`src/rtl/quire_to_posit_4_0.sv`:
```
// rtl/quire_to_posit_4_0.sv - rounds the 20-bit posit<4,0> quire to a 4-bit posit
// 3-stage pipeline behind a one-entry skid register; optional end-of-window filtering.
module quire_to_posit_4_0 #(
  parameter bit ONLY_EOW = 1'b1
) (
  input  logic        clk,
  input  logic        rst_n,
  input  logic        rts_i,
  output logic        rtr_o,
  input  logic        sow_i,
  input  logic        eow_i,
  input  logic [19:0] data_i,
  input  logic        sign_i,
  input  logic        zero_i,
  input  logic        NaR_i,
  input  logic        rtr_i,
  output logic        rts_o,
  output logic        sow_o,
  output logic        eow_o,
  output logic [3:0]  posit_o
);

  logic        r_rtr;
  logic [2:0]  r_staged;

  logic        r_skid_full;
  logic [19:0] r_skid_data;
  logic        r_skid_sign, r_skid_zero, r_skid_nar, r_skid_sow, r_skid_eow;

  logic [19:0] r_s1_m;
  logic        r_s1_sign, r_s1_zero, r_s1_nar, r_s1_sow, r_s1_eow;

  logic [3:0]  r_s2_p;
  logic        r_s2_sign, r_s2_zero, r_s2_nar, r_s2_sow, r_s2_eow;

  logic [3:0]  r_posit;
  logic        r_sow, r_eow;

  logic        w_process_en, w_xfer, w_in_valid, w_keep;
  logic [19:0] w_in_data, w_in_m;
  logic        w_in_sign, w_in_zero, w_in_nar, w_in_sow, w_in_eow;
  logic [3:0]  w_p, w_posit;

  assign w_process_en = rtr_i | ~r_staged[2];
  assign w_xfer       = rts_i & r_rtr;

  // A parked skid word always wins stage 1; no transfer can coincide with it since rtr_o is low.
  assign w_in_valid = r_skid_full | w_xfer;
  assign w_in_data  = r_skid_full ? r_skid_data : data_i;
  assign w_in_sign  = r_skid_full ? r_skid_sign : sign_i;
  assign w_in_zero  = r_skid_full ? r_skid_zero : zero_i;
  assign w_in_nar   = r_skid_full ? r_skid_nar  : NaR_i;
  assign w_in_sow   = r_skid_full ? r_skid_sow  : sow_i;
  assign w_in_eow   = r_skid_full ? r_skid_eow  : eow_i;
  assign w_keep     = ~ONLY_EOW | w_in_eow;

  assign w_in_m = w_in_data[19] ? (~w_in_data + 20'd1) : w_in_data;

  // Magnitude in 1/16 units against the rounding midpoints between adjacent posits.
  always_comb begin
    w_p = 4'b0111;
    if      (r_s1_m <= 20'd5)  w_p = 4'b0001;
    else if (r_s1_m <= 20'd10) w_p = 4'b0010;
    else if (r_s1_m <= 20'd13) w_p = 4'b0011;
    else if (r_s1_m <= 20'd20) w_p = 4'b0100;
    else if (r_s1_m <= 20'd27) w_p = 4'b0101;
    else if (r_s1_m <= 20'd48) w_p = 4'b0110;
  end

  always_comb begin
    w_posit = r_s2_p;
    if (r_s2_nar)       w_posit = 4'b1000;
    else if (r_s2_zero) w_posit = 4'b0000;
    else if (r_s2_sign) w_posit = ~r_s2_p + 4'd1;
  end

  always_ff @(posedge clk) begin
    if (!rst_n) begin
      r_rtr       <= 1'b0;
      r_staged    <= 3'b000;
      r_skid_full <= 1'b0;
      r_skid_data <= '0;
      r_skid_sign <= 1'b0;
      r_skid_zero <= 1'b0;
      r_skid_nar  <= 1'b0;
      r_skid_sow  <= 1'b0;
      r_skid_eow  <= 1'b0;
      r_s1_m      <= '0;
      r_s1_sign   <= 1'b0;
      r_s1_zero   <= 1'b0;
      r_s1_nar    <= 1'b0;
      r_s1_sow    <= 1'b0;
      r_s1_eow    <= 1'b0;
      r_s2_p      <= '0;
      r_s2_sign   <= 1'b0;
      r_s2_zero   <= 1'b0;
      r_s2_nar    <= 1'b0;
      r_s2_sow    <= 1'b0;
      r_s2_eow    <= 1'b0;
      r_posit     <= '0;
      r_sow       <= 1'b0;
      r_eow       <= 1'b0;
    end else begin
      r_rtr <= w_process_en & ~r_skid_full;

      if (w_xfer && !w_process_en) begin
        r_skid_full <= 1'b1;
        r_skid_data <= data_i;
        r_skid_sign <= sign_i;
        r_skid_zero <= zero_i;
        r_skid_nar  <= NaR_i;
        r_skid_sow  <= sow_i;
        r_skid_eow  <= eow_i;
      end else if (w_process_en) begin
        r_skid_full <= 1'b0;
      end

      if (w_process_en) begin
        r_staged <= {r_staged[1:0], w_in_valid & w_keep};
        if (w_in_valid) begin
          r_s1_m    <= w_in_m;
          r_s1_sign <= w_in_sign;
          r_s1_zero <= w_in_zero;
          r_s1_nar  <= w_in_nar;
          r_s1_sow  <= w_in_sow;
          r_s1_eow  <= w_in_eow;
        end
        if (r_staged[0]) begin
          r_s2_p    <= w_p;
          r_s2_sign <= r_s1_sign;
          r_s2_zero <= r_s1_zero | (r_s1_m == 20'd0);
          r_s2_nar  <= r_s1_nar;
          r_s2_sow  <= r_s1_sow;
          r_s2_eow  <= r_s1_eow;
        end
        if (r_staged[1]) begin
          r_posit <= w_posit;
          r_sow   <= r_s2_sow;
          r_eow   <= r_s2_eow;
        end
      end
    end
  end

  assign rtr_o   = r_rtr;
  assign rts_o   = r_staged[2];
  assign sow_o   = r_sow;
  assign eow_o   = r_eow;
  assign posit_o = r_posit;

endmodule

```
`config.mk`:
```
export PLATFORM = sky130hd
export DESIGN_NAME = quire_to_posit_4_0
export DESIGN_NICKNAME = d
export VERILOG_FILES = /design/src/rtl/quire_to_posit_4_0.sv
export SDC_FILE = /design/constraint.sdc
export NUM_CORES = 1
export LEC_CHECK = 0
export CAP_MARGIN = 10
export CORE_ASPECT_RATIO = 1.1
export CORE_MARGIN = 2
export CORE_UTILIZATION = 51
export CTS_CLUSTER_SIZE = 8
export DETAILED_ROUTE_END_ITERATION = 12
export GPL_TIMING_DRIVEN = 0
export PLACE_DENSITY = 0.71
export SYNTH_ARGS = -nofsm -noshare
export SYNTH_HDL_FRONTEND = slang
export SYNTH_SLANG_ARGS = --single-unit
```
`constraint.sdc`:
```
create_clock -name clk -period 2.75 [get_ports clk]
set_clock_uncertainty 0.2 [all_clocks]
set_input_delay 0.55 -clock clk [delete_from_list [all_inputs] [get_ports clk]]
set_output_delay 0.55 -clock clk [all_outputs]
set_load 0.05 [all_outputs]
```
* Yosys cells after proc, flatten, opt, wreduce, memory -nomap -nowiden
Index checks and enable logic that the tools add are counted.
Storage, ports and cells: input port bits 29, output and inout port bits 8, register bits 70
Cells by class: add/subtract/negate cells 2, reductions and logical operators 7, bitwise operators 10, muxes and demuxes 18, $lt $le $gt $ge 6
Operators with widths (count):
- 20-bit by 4-bit less-or-equal comparator with 1-bit output (second input constant) | 2
- 20-bit by 5-bit less-or-equal comparator with 1-bit output (second input constant) | 2
- 20-bit 2-to-1 mux | 2
- 20-bit by 1-bit adder with 20-bit output (second input constant) | 1
- 20-bit by 3-bit less-or-equal comparator with 1-bit output (second input constant) | 1
- 20-bit by 6-bit less-or-equal comparator with 1-bit output (second input constant) | 1
- 20-bit logical NOT | 1
- 20-bit NOT | 1
- 4-bit 2-to-1 mux | 4
- 1-bit 2-to-1 mux | 8
- 3-bit 2-to-1 mux | 2
- 2-bit AND reduction | 3
- 4-bit by 1-bit adder with 4-bit output (second input constant) | 1
- 2-bit 2-to-1 mux | 2
- 4-bit NOT | 1
- 1-bit bitwise AND | 3
- 1-bit bitwise OR | 3
- 1-bit NOT | 2
- 2-bit nonzero test | 1
- 1-bit logical AND | 1
- 1-bit logical NOT | 1

* Logic depth before layout (Yosys ltp)
word-level depth 7, gate-level depth with buffers 12, depth with buffers taken out 7

* Worst setup path before layout
No wires, ideal clock.
path kind reg-to-reg, start point register r_skid_full, end point register r_s1_m[12], path buffers 5, arrival 2.477 ns, setup time 0.120 ns, cell stages (with the launch flop) 12, data required time 2.430 ns, path slack -0.047 ns, path through dfxtp_1 -> buf_6 -> buf_6 -> buf_6 -> buf_6 -> buf_2 -> mux2i_1 -> ha_1 -> o211ai_2 -> or3_4 -> and3_1 -> o31a_1
On the way: word-level cells in the longest chain between the ends 4, elaborated cells on any way between the ends 6, classes of those cells 1 x add/sub; 2 x mux; 2 x bitwise; 1 x reduce/logical
Ends and longest elaborated chain:
- start, declared | line 26 | logic r_skid_full;
- start signal, assigned | line 81 | r_skid_full <= 1'b0;
- start signal, assigned | line 107 | r_skid_full <= 1'b1;
- start signal, assigned | line 115 | r_skid_full <= 1'b0;
- 20-bit 2-to-1 mux | line 49 | assign w_in_data = r_skid_full ? r_skid_data : data_i;
- 20-bit NOT | line 57 | assign w_in_m = w_in_data[19] ? (~w_in_data + 20'd1) : w_in_data;
- 20-bit by 1-bit adder with 20-bit output | line 57
- 20-bit 2-to-1 mux | line 57
- end signal, assigned | line 121 | r_s1_m <= w_in_m;
- end, declared | line 30 | logic [19:0] r_s1_m;
Parallel ways exist; a longest one is shown, timed or not. A chain may end at the register's enable or synchronous reset.

* Final worst setup path
start point register r_skid_full, end point register r_s1_m[14]
The elaborated chain is that of the path after synthesis.

==> results.md <==
- First-pass GRT wire length: 15.5 mm
- Synthesized net count: 476
- Result of the run: finished clean
- Via count: 3400
- Number of diodes: 0
- Mapped Area: roughly 0.0037 mm2
- Area growth, synth to finish: 20.3%
- Area of the multi-input gates: roughly 0.0022 mm2
- Post-layout min period: about 2.7 ns
- GRT Total Usage: 24.8%
- Final cell count without fillers: just under 600
- CTS clk-pin slew, worst paths: roughly 0.08 ns
- Initial DRC count: roughly 210
- Synthesized netlist cell count: 445
- Cts bufs inserted: 9
- Fin. Hold Viols: 0
- Hold EP: r_s1_m[9]
- Post-Route Setup TNS: 0 ns
- Vias in the first global route: approximately 3300
- Die Y: between 90 and 100 um
- Die ar.: about 0.0079 mm2
- CTS Root Cell: clkbuf_8
- Die width: ~85 um
- Slew headroom: 54.5%
- Critical path fanouts, max: 10
- DP Area: between 0.004 and 0.005 mm2
- Crit start category: register
- Power density over cell area: about 510 mW/mm2
- Largest net degree at the start of global routing: 18
- Final Cycle Share: 98.2%
- Worst ir drop on vdd: 296 uV
- Worst EP required: 2.78 ns
- WHS Path Cells: 2
- Reg-to-reg endpoint: r_s1_m[14]
- Rows: 32
- Share of layout cells above drive strength 1: a little under an eighth
- Worst skew pair latency: approximately 0.36 ns
- Syn_area_per_cell: about 8.3 um2
- GPL Wtd Cong: 0.861
- Critical Path End Type: register
- Most frequent cells in the layout: 92 x nand2_1, 69 x dfxtp_1, 36 x clkdlybuf4s50_1
- EDFF count, synth: 0
- Hold_sp: r_s1_m[9]
- Total Nets Final: around 520
- FILL cells: approximately 600
- Worst EP arrival: between 2 and 3 ns
- Hold_ws: 0.267 ns
- Reg-to-reg slack, setup: 0.05 ns
- Worst slew pin tran: 0.664 ns
- Fin util: between 60% and 70%
- Drt pass-1 iters: 4
- Ys flop type: dfxtp_1
- TritonCTS clock tree: built
- CTS Hold Buffers Added: 0
- CORE AREA: between 0.007 and 0.008 mm2
- Reg2reg path depth: 11
- Final setup fails: 0
- Pre-CTS setup slack: -0.427 ns
- Fraction of registers with async set or reset after synthesis: 0%
- Tightest Hold Check Type: register to register
- CTS sink cnt: 69
- Ys Warns: 0
- Clock Path Buffers: 2
- Antenna violations before repair: 0
- Vias/cell: around 5.8
- Slew Viols, Final: 0
- Overall Power: 2.27 mW
- Post-synthesis sequential area ratio: a little under two fifths
- Post-route ant nets: 0
- Maxcap violations: 0
- Total gr overflow: 0
- Avg WL per Cell: 16.0 um
- Fmax achieved: around 370 MHz
- Most common cell after layout, fill and taps aside: nand2_1
- Initial Util: between 50% and 60%
- Design area: roughly 0.0044 mm2
- Fin worst setup slack: between 0.05 and 0.06 ns
- RR Startpoint: r_skid_full
- Post-synth cell types: 54
- Synth Register Bits: 69
- Reg area: about 0.0014 mm2
- Crit path kind: register to register
- DRC viols: 0
- Cell leakage power: about 1.5 nW
- H-tree Lvls: 3
- Placed cell count: between 500 and 600
- Number of port buffers: 36
- Post-Route WL: 9.34 mm
- IO Count: 37
- HPWL after DPL: ~6.9 mm
-- synth_stat cells (2+ instances only) --
master	number	area share (%)
o21ai_0	13	1.8
clkbuf_1	16	1.6
o21ai_1	4	0.54
nor3_1	11	1.5
a21boi_0	35	7.1
o31a_1	2	0.47
nand2_1	92	9.4
a21o_1	2	0.41
a31oi_1	5	0.85
o211a_1	5	1.4
o31ai_1	6	1.2
nor4_1	9	1.5
mux2i_1	18	4.9
ha_1	2	0.68
o21a_1	2	0.41
buf_2	5	0.68
a21oi_1	27	3.7
and3_1	4	0.68
nand4_1	2	0.34
nor4b_2	2	0.81
o211ai_2	2	0.68
mux2_2	5	1.5
and2_1	5	0.85
nand3_1	7	0.95
o31ai_2	3	1.0
nor4_2	2	0.68
dfxtp_1	69	37
xnor2_1	11	2.6
nor2b_1	9	1.5
nor3_2	2	0.54
inv_1	5	0.51
nand2b_1	5	0.85
a211oi_1	3	0.61
xor2_1	2	0.47
nor2_1	30	3.1
buf_6	5	1.5
-- flip-flops by register name, indices dropped and copies added, names as in the netlist, 3 cells and up --
| signal | count |
|---|---|
| r_s1_m | 20 |
| r_skid_data | 20 |
| posit_o | 4 |
| r_s2_p | 3 |
| r_staged | 3 |
-- timing repair --
item / in CTS / in global routing
pin swaps: 1 / 1
setup endpoints to repair: 7 / 13
buffers inserted: 1 / 1
gates resized for setup: 9 / 4
-- worst max path at each step --
stage           startpoint    endpoint  slack (ns)  depth (start not counted)
2_1_floorplan  r_skid_full  r_s1_m[12]        0.01                         11
4_1_cts        r_skid_full  r_s1_m[14]        0.02                         11
5_1_grt        r_skid_full  r_s1_m[12]      -0.004                         10
6_report       r_skid_full  r_s1_m[14]        0.05                         11
3_5_place_dp   r_skid_full  r_s1_m[14]       -0.43                         12
3_3_place_gp   r_skid_full  r_s1_m[14]       -0.38                         12
-- cells by family after synthesis --
kind of cell | count (synthesis) | synth area share, %
AO/OA/AOI/OAI | 119 | 22.9
XOR/XNOR | 13 | 3.09
adder cells (fa/ha/maj) | 2 | 0.678
buffers and inverters | 31 | 4.34
flip-flops | 69 | 37.4
multiplexers | 25 | 7.39
AND/OR/NAND/NOR | 186 | 24.2
-- worst max-delay path, stage by stage, from the launching register on --
cell and delay, ns:
dfxtp_1 0.33, buf_6 0.14, buf_6 0.17, buf_12 0.12, buf_8 0.15, mux2i_4 0.27
ha_2 0.24, o211ai_2 0.12, or3_4 0.41, o21ai_2 0.16, xnor2_1 0.18, a21oi_2 0.09
-- report_power, final --
part           switching (mW)  internal (mW)
logic                   0.147          0.125
clock network           0.415          0.533
registers              0.0252           1.03
total                   0.587           1.69
-- cell type report --
type                       instances  share of cell area (%)
buffer                            25                    3.38
clock buffer                      10                    3.10
clock inverter                     6                    1.94
inverter                           5                   0.423
multi-input combinational        345                    49.2
sequential                        69                    31.1
tap                               85                    2.40
timing repair buffer              38                    8.46
-- metal layers --
layer,track usage [%],share of wire [%],vias up
li1,-,-,1672
met1,30.0,45,1629
met2,41.9,48,75
met3,5.38,3.8,24
met4,11.6,3.1,0
met5,0,0,-
(Power assumes the default switching activity.)
==> RTL change (same flow settings) <==
Set the parameter `ONLY_EOW` to 1'b0 (it was 1'b1).
--- a/src/rtl/quire_to_posit_4_0.sv
+++ b/src/rtl/quire_to_posit_4_0.sv
@@ -1,7 +1,7 @@
 // rtl/quire_to_posit_4_0.sv - rounds the 20-bit posit<4,0> quire to a 4-bit posit
 // 3-stage pipeline behind a one-entry skid register; optional end-of-window filtering.
 module quire_to_posit_4_0 #(
-  parameter bit ONLY_EOW = 1'b1
+  parameter bit ONLY_EOW = 1'b0
 ) (
   input  logic        clk,
   input  logic        rst_n,
Check against the original RTL: not equivalent (a bounded check fails within 10 cycles, from zero or initial values and one cycle with rst_n low).
==> RTL change against the unedited design <==
- combinational power hardly changed
- setup slack better by 68 ps
- power is 0.41% lower
- critical endpoint is now r_s1_m[16]$_SDFFE_PN0P_
- final area is 2.9% lower
- routed wire length hardly changed
- maximum frequency is 2.6% higher
- sequential cell count stayed put
- critical path type unchanged
- highest routed layer unchanged
- area after synthesis is 3.5% lower
- cell count is 0.86% lower
==> RTL change: results (changes against the unedited design) <==
[outcome]
status = completed

[place]
pre_cts_ws_ps = -494  ; -66.8 ps
dp_cells = 561  ; -0.88%
dp_hpwl_um = 6860  ; -1.2%
place_area_mm2 = 0.00402  ; -3.3%

[logic_synthesis]
syn-instance-count = 443  ; -0.45%
synth.mux.area_fraction_pct = 8.15  ; +0.76 points
synth_compound_area_share_pct = 20.2  ; -2.6 points
synth_nets = 474  ; -0.42%
synth_cell_types = 57  ; +5.6%
synthTopCellsByArea = dfxtp_1 39%, a21oi_1 8.3%, nand2_1 8.2%
synth_fa_ha_area_share_pct = 0.703  ; +0.025 points

[global_route]
grt_usage_pct = 25.3  ; +0.43 points
grt_pass1_vias = 3265  ; -1.3%
grt_max_degree = 20  ; +2

[setup_path]
crit_slowest_cell = mux2_2
reg2reg_slack_ps = 120  ; +70 ps
critPathCapture = r_s1_m[16]$_SDFFE_PN0P_
cp.arrival_ps = 2680  ; -50 ps

[drt]
drt_first_pass_iters = 5  ; +1
vias = 3456  ; +1.6%
drt_iter0_drc = 200  ; -3.4%

[final_layout]
nNetsFinal = 522  ; -0.38%
drive_above_1_share_pct = 9.68  ; -2.2 points

[pwr]
ir_drop_v = 0.000314  ; +6.1%
p_leak_nw = 1.39  ; -8.5%
net-switching-power_uw = 601  ; +2.5%

[clocking]
cts_setup_buffers = 2  ; +1

[hold_path]
min_to = r_skid_data[17]$_SDFFE_PN0P_

==> RTL change: changes by cell type after synthesis, sizes merged, moves of 5 or more <==
| cell | before | now |
|---|---|---|
| nor3 | 13 | 21 |
| a21oi | 28 | 60 |
| o31ai | 9 | 4 |
| nand3 | 7 | 13 |
| nor2b | 9 | 4 |
| nand2 | 92 | 78 |
| a21boi | 35 | 0 |
==> RTL change: per-layer routing <==
| layer | up-vias | part of all wire [%] | track usage, % |
|---|---|---|---|
| li1 | 1694 | - | - |
| met5 | - | 0 | 0 |
| met1 | 1633 | 45 | 32.7 |
| met4 | 0 | 1.9 | 11.6 |
| met2 | 109 | 48 | 41.1 |
| met3 | 20 | 5.1 | 4.41 |
==> RTL change: final cells by class <==
class | instances | area, um^2
Fill cell | 604 | 2360
Multi-Input combinational cell | 342 | 2070
Sequential cell | 69 | 1380
Timing Repair Buffer | 39 | 383
Buffer | 26 | 138
Clock buffer | 9 | 124
Tap cell | 82 | 103
Clock inverter | 7 | 98.8
Inverter | 4 | 15.0
